**config.mk**
```make
export PLATFORM = sky130hd
export DESIGN_NAME = dmem_bus_bridge
export DESIGN_NICKNAME = d
export VERILOG_FILES = /design/src/rtl/dmem_bus_bridge_pkg.sv /design/src/rtl/bus_timeout_cnt.sv /design/src/rtl/dmem_bus_bridge.sv
export SDC_FILE = /design/constraint.sdc
export NUM_CORES = 1
export LEC_CHECK = 0
export ABC_AREA = 1
export CORE_ASPECT_RATIO = 1.75
export CORE_MARGIN = 2
export CORE_UTILIZATION = 44
export DETAILED_ROUTE_END_ITERATION = 10
export PLACE_DENSITY = 0.93
export SYNTH_ARGS = -nofsm -noshare
export SYNTH_HDL_FRONTEND = slang
export SYNTH_SLANG_ARGS = --single-unit
export TNS_END_PERCENT = 1
```
**constraint.sdc**
```tcl
create_clock -name clk -period 2.3 [get_ports clk]
set_input_delay 0.69 -clock clk [delete_from_list [all_inputs] [get_ports clk]]
set_output_delay 0.69 -clock clk [all_outputs]
set_load 0.005 [all_outputs]
```
**src/rtl/dmem_bus_bridge_pkg.sv**
```systemverilog
// dmem_bus_bridge_pkg
//   Shared encodings for the data-memory bus bridge: bridge FSM states,
//   byte-enable patterns and the alignment rule applied to core accesses.
package dmem_bus_bridge_pkg;

    typedef enum logic [1:0] {
        BRG_IDLE = 2'd0,
        BRG_REQ  = 2'd1,
        BRG_DONE = 2'd2
    } brg_state_e;

    localparam logic [3:0] BE_WORD    = 4'b1111;
    localparam logic [3:0] BE_HALF_LO = 4'b0011;
    localparam logic [3:0] BE_HALF_HI = 4'b1100;

    // Word accesses need addr[1:0]==0, halfword accesses need addr[0]==0.
    // Single-byte and other enable patterns are never misaligned.
    function automatic logic is_misaligned(input logic [1:0] addr_lo, input logic [3:0] be);
        return ((be == BE_WORD) && (addr_lo != 2'b00)) ||
               (((be == BE_HALF_LO) || (be == BE_HALF_HI)) && addr_lo[0]);
    endfunction

endpackage

```
**src/rtl/bus_timeout_cnt.sv**
```systemverilog
// bus_timeout_cnt
//   Counts cycles while a bus request is outstanding and flags the cycle on
//   which the request has been held for TIMEOUT cycles.
// Ports:
//   clk, rst  clock, synchronous active-high reset
//   clr       force the count to zero (takes priority over en)
//   en        count this cycle
//   expire    high during the TIMEOUT-th enabled cycle since the last clear
module bus_timeout_cnt #(
    parameter int unsigned TIMEOUT = 255,
    parameter int unsigned TO_W    = 8
) (
    input  logic clk,
    input  logic rst,
    input  logic clr,
    input  logic en,
    output logic expire
);

    logic [TO_W-1:0] cnt_q;
    logic [TO_W-1:0] cnt_d;

    always_comb begin
        cnt_d = cnt_q;
        if (clr) begin
            cnt_d = '0;
        end else if (en) begin
            cnt_d = cnt_q + TO_W'(1);
        end
    end

    always_ff @(posedge clk) begin
        if (rst) begin
            cnt_q <= '0;
        end else begin
            cnt_q <= cnt_d;
        end
    end

    // Count starts at 0 in the first enabled cycle, so TIMEOUT-1 marks the
    // TIMEOUT-th cycle of the request.
    assign expire = en && (cnt_q == TO_W'(TIMEOUT - 1));

endmodule

```
**src/rtl/dmem_bus_bridge.sv**
```systemverilog
// dmem_bus_bridge
//   Turns the single-cycle core's data-memory load/store into a req/ack bus
//   transaction, stalling the core until the access completes. Misaligned,
//   slave-errored and timed-out accesses return ERR_RDATA and set a sticky
//   error flag.
// Ports:
//   clk, rst                      clock, synchronous active-high reset
//   dmem_addr/din/be/wren/rden    core request (held by the core while stalled)
//   dmem_dout                     load data, valid in the DONE cycle, held after
//   stall                         core must hold PC and not commit
//   bus_req/we/addr/wdata/be      registered bus request, stable while pending
//   bus_ack/rdata/err             bus response
//   err_flag                      sticky error, cleared only by rst
module dmem_bus_bridge #(
    parameter int unsigned TIMEOUT   = 255,
    parameter int unsigned TO_W      = 8,
    parameter logic [31:0] ERR_RDATA = 32'h0000_0000
) (
    input  logic        clk,
    input  logic        rst,
    input  logic [31:0] dmem_addr,
    input  logic [31:0] dmem_din,
    input  logic [3:0]  dmem_be,
    input  logic        dmem_wren,
    input  logic        dmem_rden,
    output logic [31:0] dmem_dout,
    output logic        stall,
    output logic        bus_req,
    output logic        bus_we,
    output logic [31:0] bus_addr,
    output logic [31:0] bus_wdata,
    output logic [3:0]  bus_be,
    input  logic        bus_ack,
    input  logic [31:0] bus_rdata,
    input  logic        bus_err,
    output logic        err_flag
);

    import dmem_bus_bridge_pkg::*;

    brg_state_e  state_q,     state_d;
    logic        bus_req_q,   bus_req_d;
    logic        bus_we_q,    bus_we_d;
    logic [31:0] bus_addr_q,  bus_addr_d;
    logic [31:0] bus_wdata_q, bus_wdata_d;
    logic [3:0]  bus_be_q,    bus_be_d;
    logic [31:0] dmem_dout_q, dmem_dout_d;
    logic        err_flag_q,  err_flag_d;
    // Store that was also flagged as a load: its load data is ERR_RDATA.
    logic        rd_too_q,    rd_too_d;

    logic        core_req;
    logic        to_expire;

    assign core_req = dmem_wren | dmem_rden;

    bus_timeout_cnt #(
        .TIMEOUT (TIMEOUT),
        .TO_W    (TO_W)
    ) u_timeout (
        .clk    (clk),
        .rst    (rst),
        .clr    (state_q != BRG_REQ),
        .en     (state_q == BRG_REQ),
        .expire (to_expire)
    );

    always_comb begin
        state_d     = state_q;
        bus_req_d   = bus_req_q;
        bus_we_d    = bus_we_q;
        bus_addr_d  = bus_addr_q;
        bus_wdata_d = bus_wdata_q;
        bus_be_d    = bus_be_q;
        dmem_dout_d = dmem_dout_q;
        err_flag_d  = err_flag_q;
        rd_too_d    = rd_too_q;
        stall       = 1'b0;

        case (state_q)
            BRG_IDLE: begin
                stall = core_req;
                if (core_req) begin
                    bus_addr_d  = {dmem_addr[31:2], 2'b00};
                    bus_wdata_d = dmem_din;
                    bus_be_d    = dmem_be;
                    bus_we_d    = dmem_wren;
                    rd_too_d    = dmem_wren & dmem_rden;
                    if (is_misaligned(dmem_addr[1:0], dmem_be)) begin
                        dmem_dout_d = ERR_RDATA;
                        err_flag_d  = 1'b1;
                        state_d     = BRG_DONE;
                    end else begin
                        bus_req_d = 1'b1;
                        state_d   = BRG_REQ;
                    end
                end
            end
            BRG_REQ: begin
                stall = 1'b1;
                if (bus_err) begin
                    dmem_dout_d = ERR_RDATA;
                    err_flag_d  = 1'b1;
                    bus_req_d   = 1'b0;
                    state_d     = BRG_DONE;
                end else if (bus_ack) begin
                    if (!bus_we_q) begin
                        dmem_dout_d = bus_rdata;
                    end else if (rd_too_q) begin
                        dmem_dout_d = ERR_RDATA;
                    end
                    bus_req_d = 1'b0;
                    state_d   = BRG_DONE;
                end else if (to_expire) begin
                    dmem_dout_d = ERR_RDATA;
                    err_flag_d  = 1'b1;
                    bus_req_d   = 1'b0;
                    state_d     = BRG_DONE;
                end
            end
            BRG_DONE: begin
                // Request inputs are deliberately ignored here: the core is
                // still presenting the access it is about to commit.
                state_d = BRG_IDLE;
            end
            default: begin
                state_d = BRG_IDLE;
            end
        endcase
    end

    always_ff @(posedge clk) begin
        if (rst) begin
            state_q     <= BRG_IDLE;
            bus_req_q   <= 1'b0;
            bus_we_q    <= 1'b0;
            bus_addr_q  <= '0;
            bus_wdata_q <= '0;
            bus_be_q    <= '0;
            dmem_dout_q <= '0;
            err_flag_q  <= 1'b0;
            rd_too_q    <= 1'b0;
        end else begin
            state_q     <= state_d;
            bus_req_q   <= bus_req_d;
            bus_we_q    <= bus_we_d;
            bus_addr_q  <= bus_addr_d;
            bus_wdata_q <= bus_wdata_d;
            bus_be_q    <= bus_be_d;
            dmem_dout_q <= dmem_dout_d;
            err_flag_q  <= err_flag_d;
            rd_too_q    <= rd_too_d;
        end
    end

    assign bus_req   = bus_req_q;
    assign bus_we    = bus_we_q;
    assign bus_addr  = bus_addr_q;
    assign bus_wdata = bus_wdata_q;
    assign bus_be    = bus_be_q;
    assign dmem_dout = dmem_dout_q;
    assign err_flag  = err_flag_q;

endmodule

```
==> reports/metrics.yaml <==
power_frac_seq: 0.363
min_period_ns: 2.23
area_growth_pct: 54.5
p_switching_mw: 2.68
rr_startpoint: "u_timeout.cnt_q[0]$_SDFFE_PP0P_"
min_path_type: "reg -> reg"
hold_violations: 0
fin_ws_ns: 0.0677
clockBufferDepth: 2
clk_pin_slew_ns: 0.07
place.gp.congestion: 0.842
hold_path_depth: 2
die_w_um: 80.6
arrival_ns: 1.54
post_dp_cell_area_um2: 6690
cap_violations: 0
vias_per_cell: 4.77
drv_slew: 0
tns_ns: 0
antenna_left: 0
yosys_warnings: 0
async_flop_share: 0
swShare: 0.339
cts_hold_buf: 0
routedWlPerCell_um: 12.7
peakVddDrop_uv: 755
worstRegToRegCells: 11
clk_latency_ns: 0.34
cts_tree: "done"
drc: 0
ios: 210
dpl.hpwl_um: 9190
die_area_um2: 11100
drive_gt1_frac: 0.0547
crit_path_end: "stall"
reg2reg_to: "dmem_dout[4]$_SDFFE_PP0P_"
syn_area_um2: 4520
finalCritPeriodShare: 0.971
ys_seq_area_frac: 0.497
fmax_mhz: 448
antenna_found_initial: 0
ys_top_cells_by_area: "dfxtp_1, nor2_1, o21ai_0"
end_kind: "primary output"
drt_iter0_drc: 164
vias: 4531
htree_levels: 3
yosys.area.top_type_share: 0.497
start_util: 0.446
finish.instance_area_um2: 6980
clock_sinks: 112
start_kind: "primary input"
grt_pass1_wl_um: 18900
track_usage: 0.214
power.density_nw_per_um2: 1130
coreArea_um2: 10100
comb_power_share: 0.445
synth_cell_types: 31
critPathLaunch: "dmem_wren"
setup_viol: 0
cellInternalPower_mw: 5.23
overflow: 0
portBuffers: 207
avgSynthCellArea_um2: 7.24
rsz0062_at_grt: "false"
synth_edf_count: 0
synthFlopType: "dfxtp_1"
syn_inst: 624
power_frac_clock: 0.192
r2r_setup_slack_ns: 0.63
p_leak_nw: 2.95
antennaDiodeCount: 0
ctsRootBufferMaster: "clkbuf_16"
die_h_um: 138
synth_top_area_cell: "dfxtp_1"
ys_ff_latch: 112
drt-pass1-iter-count: 4
status: "completed"
cts_made_buffers: 9
totalWireLength_um: 12100
rows: 49
crit_fanout: 3
cp.required_ns: 1.61
crit_type: "in -> out"
dp_slack_ns: -0.383
final_nets: 926
fin_skew_ns: 0.00961
grt_pass1_vias: 4206
grt_max_degree: 55
layout by cell type, fill, tap and decap left out, drive strengths merged, types with 2 or more instances in the layout:
| cell type | Yosys | routed |
|---|---|---|
| nor2 | 229 | 229 |
| clkdlybuf4s50 | 0 | 204 |
| dfxtp | 112 | 112 |
| nand2 | 91 | 91 |
| o21ai | 70 | 70 |
| inv | 38 | 39 |
| nand4 | 19 | 19 |
| buf | 20 | 14 |
| clkbuf | 19 | 11 |
| a21oi | 7 | 7 |
| nand3 | 7 | 7 |
| clkinvlp | 0 | 3 |
| a31oi | 2 | 2 |
| ha | 2 | 2 |
| conb | 1 | 2 |
| dlygate4sd2 | 0 | 2 |
worst min-delay path by stage:
| stage | from | end |
|---|---|---|
| 2_1_floorplan | u_timeout.cnt_q[0]$_SDFFE_PP0P_ | u_timeout.cnt_q[0]$_SDFFE_PP0P_ |
| 3_3_place_gp | u_timeout.cnt_q[0]$_SDFFE_PP0P_ | u_timeout.cnt_q[0]$_SDFFE_PP0P_ |
| 3_5_place_dp | u_timeout.cnt_q[5]$_SDFFE_PP0P_ | u_timeout.cnt_q[5]$_SDFFE_PP0P_ |
| 4_1_cts | u_timeout.cnt_q[5]$_SDFFE_PP0P_ | u_timeout.cnt_q[5]$_SDFFE_PP0P_ |
| 5_1_grt | u_timeout.cnt_q[5]$_SDFFE_PP0P_ | u_timeout.cnt_q[5]$_SDFFE_PP0P_ |
| 6_report | u_timeout.cnt_q[5]$_SDFFE_PP0P_ | u_timeout.cnt_q[5]$_SDFFE_PP0P_ |
per-layer routing:
layer	share of wire	track usage	routed length [um]
met2	0.54	0.400	6580
met3	0.059	0.0477	712
met1	0.37	0.220	4460
met5	0	0	0
met4	0.028	0.0919	342
worst max-delay path, stage by stage:
cell and delay, ns:
dlygate4sd2_1 0.25, or2_1 0.24, nand2_2 0.08, nand2_2 0.07, clkdlybuf4s15_1 0.20
logic make-up (layout without fill, tap and decap cells):
kind of cell / Yosys count / in the layout / synth area share
and+or+nand+nor: 349 / 349 / 0.323
DFF: 112 / 112 / 0.497
AOI/OAI and AO/OA: 81 / 81 / 0.0914
buffers and inverters: 78 / 276 / 0.0804
adders and majority gates: 2 / 2 / 0.00554
other: 1 / 2 / 0.000830
xor gates and xnor gates: 1 / 1 / 0.00194
flip-flops by register name (all words and copies together), names as in the netlist:
| signal | count |
|---|---|
| bus_wdata | 32 |
| dmem_dout | 32 |
| err_flag | 1 |
| bus_req | 1 |
| state_q | 2 |
| bus_addr | 30 |
| u_timeout.cnt_q | 8 |
| bus_be | 4 |
| bus_we | 1 |
| rd_too_q | 1 |
power by group through the flow:
stage	registers [mW]	logic [mW]	clock network (mW)
detailed placement	2.92	3.54	0
CTS	2.88	3.55	1.56
global placement	2.89	3.46	0
floorplan	2.97	1.69	0
global route	2.95	3.93	1.62
finish	2.88	3.52	1.52
synth_stat cells (all sizes together) (2+ instances only):
cell type and instances:
o21ai 70, nor2 229, dfxtp 112, inv 38, nand3 7, a31oi 2
buf 20, nand2 91, clkbuf 19, nand4 19, ha 2, a21oi 7
what timing repair did:
action,CTS,global route
pin swaps,1,2
resized for setup,3,2
buffers inserted,0,0
endpoints found under the setup margin,1,1
gates cloned,0,0
cell type report:
type / count / area [um^2]
Multi-Input combinational cell: 435 / 1910
Timing Repair Buffer: 221 / 2220
Tap cell: 127 / 159
Sequential cell: 112 / 2240
Clock inverter: 5 / 57.6
Fill cell: 806 / 3140
Clock buffer: 11 / 233
Inverter: 39 / 146
per-stage QoR:
step	total power [mW]	hold slack, ns	instances	util
6_report	7.92	0.464	950	0.690
5_1_grt	8.51	0.482	950	0.690
4_1_cts	8.00	0.468	950	0.690
3_5_place_dp	6.47	0.457	934	0.661
3_3_place_gp	6.35	0.443	934	0.661
2_1_floorplan	4.66	0.430	625	-
Power figures use the tool's default switching activity.
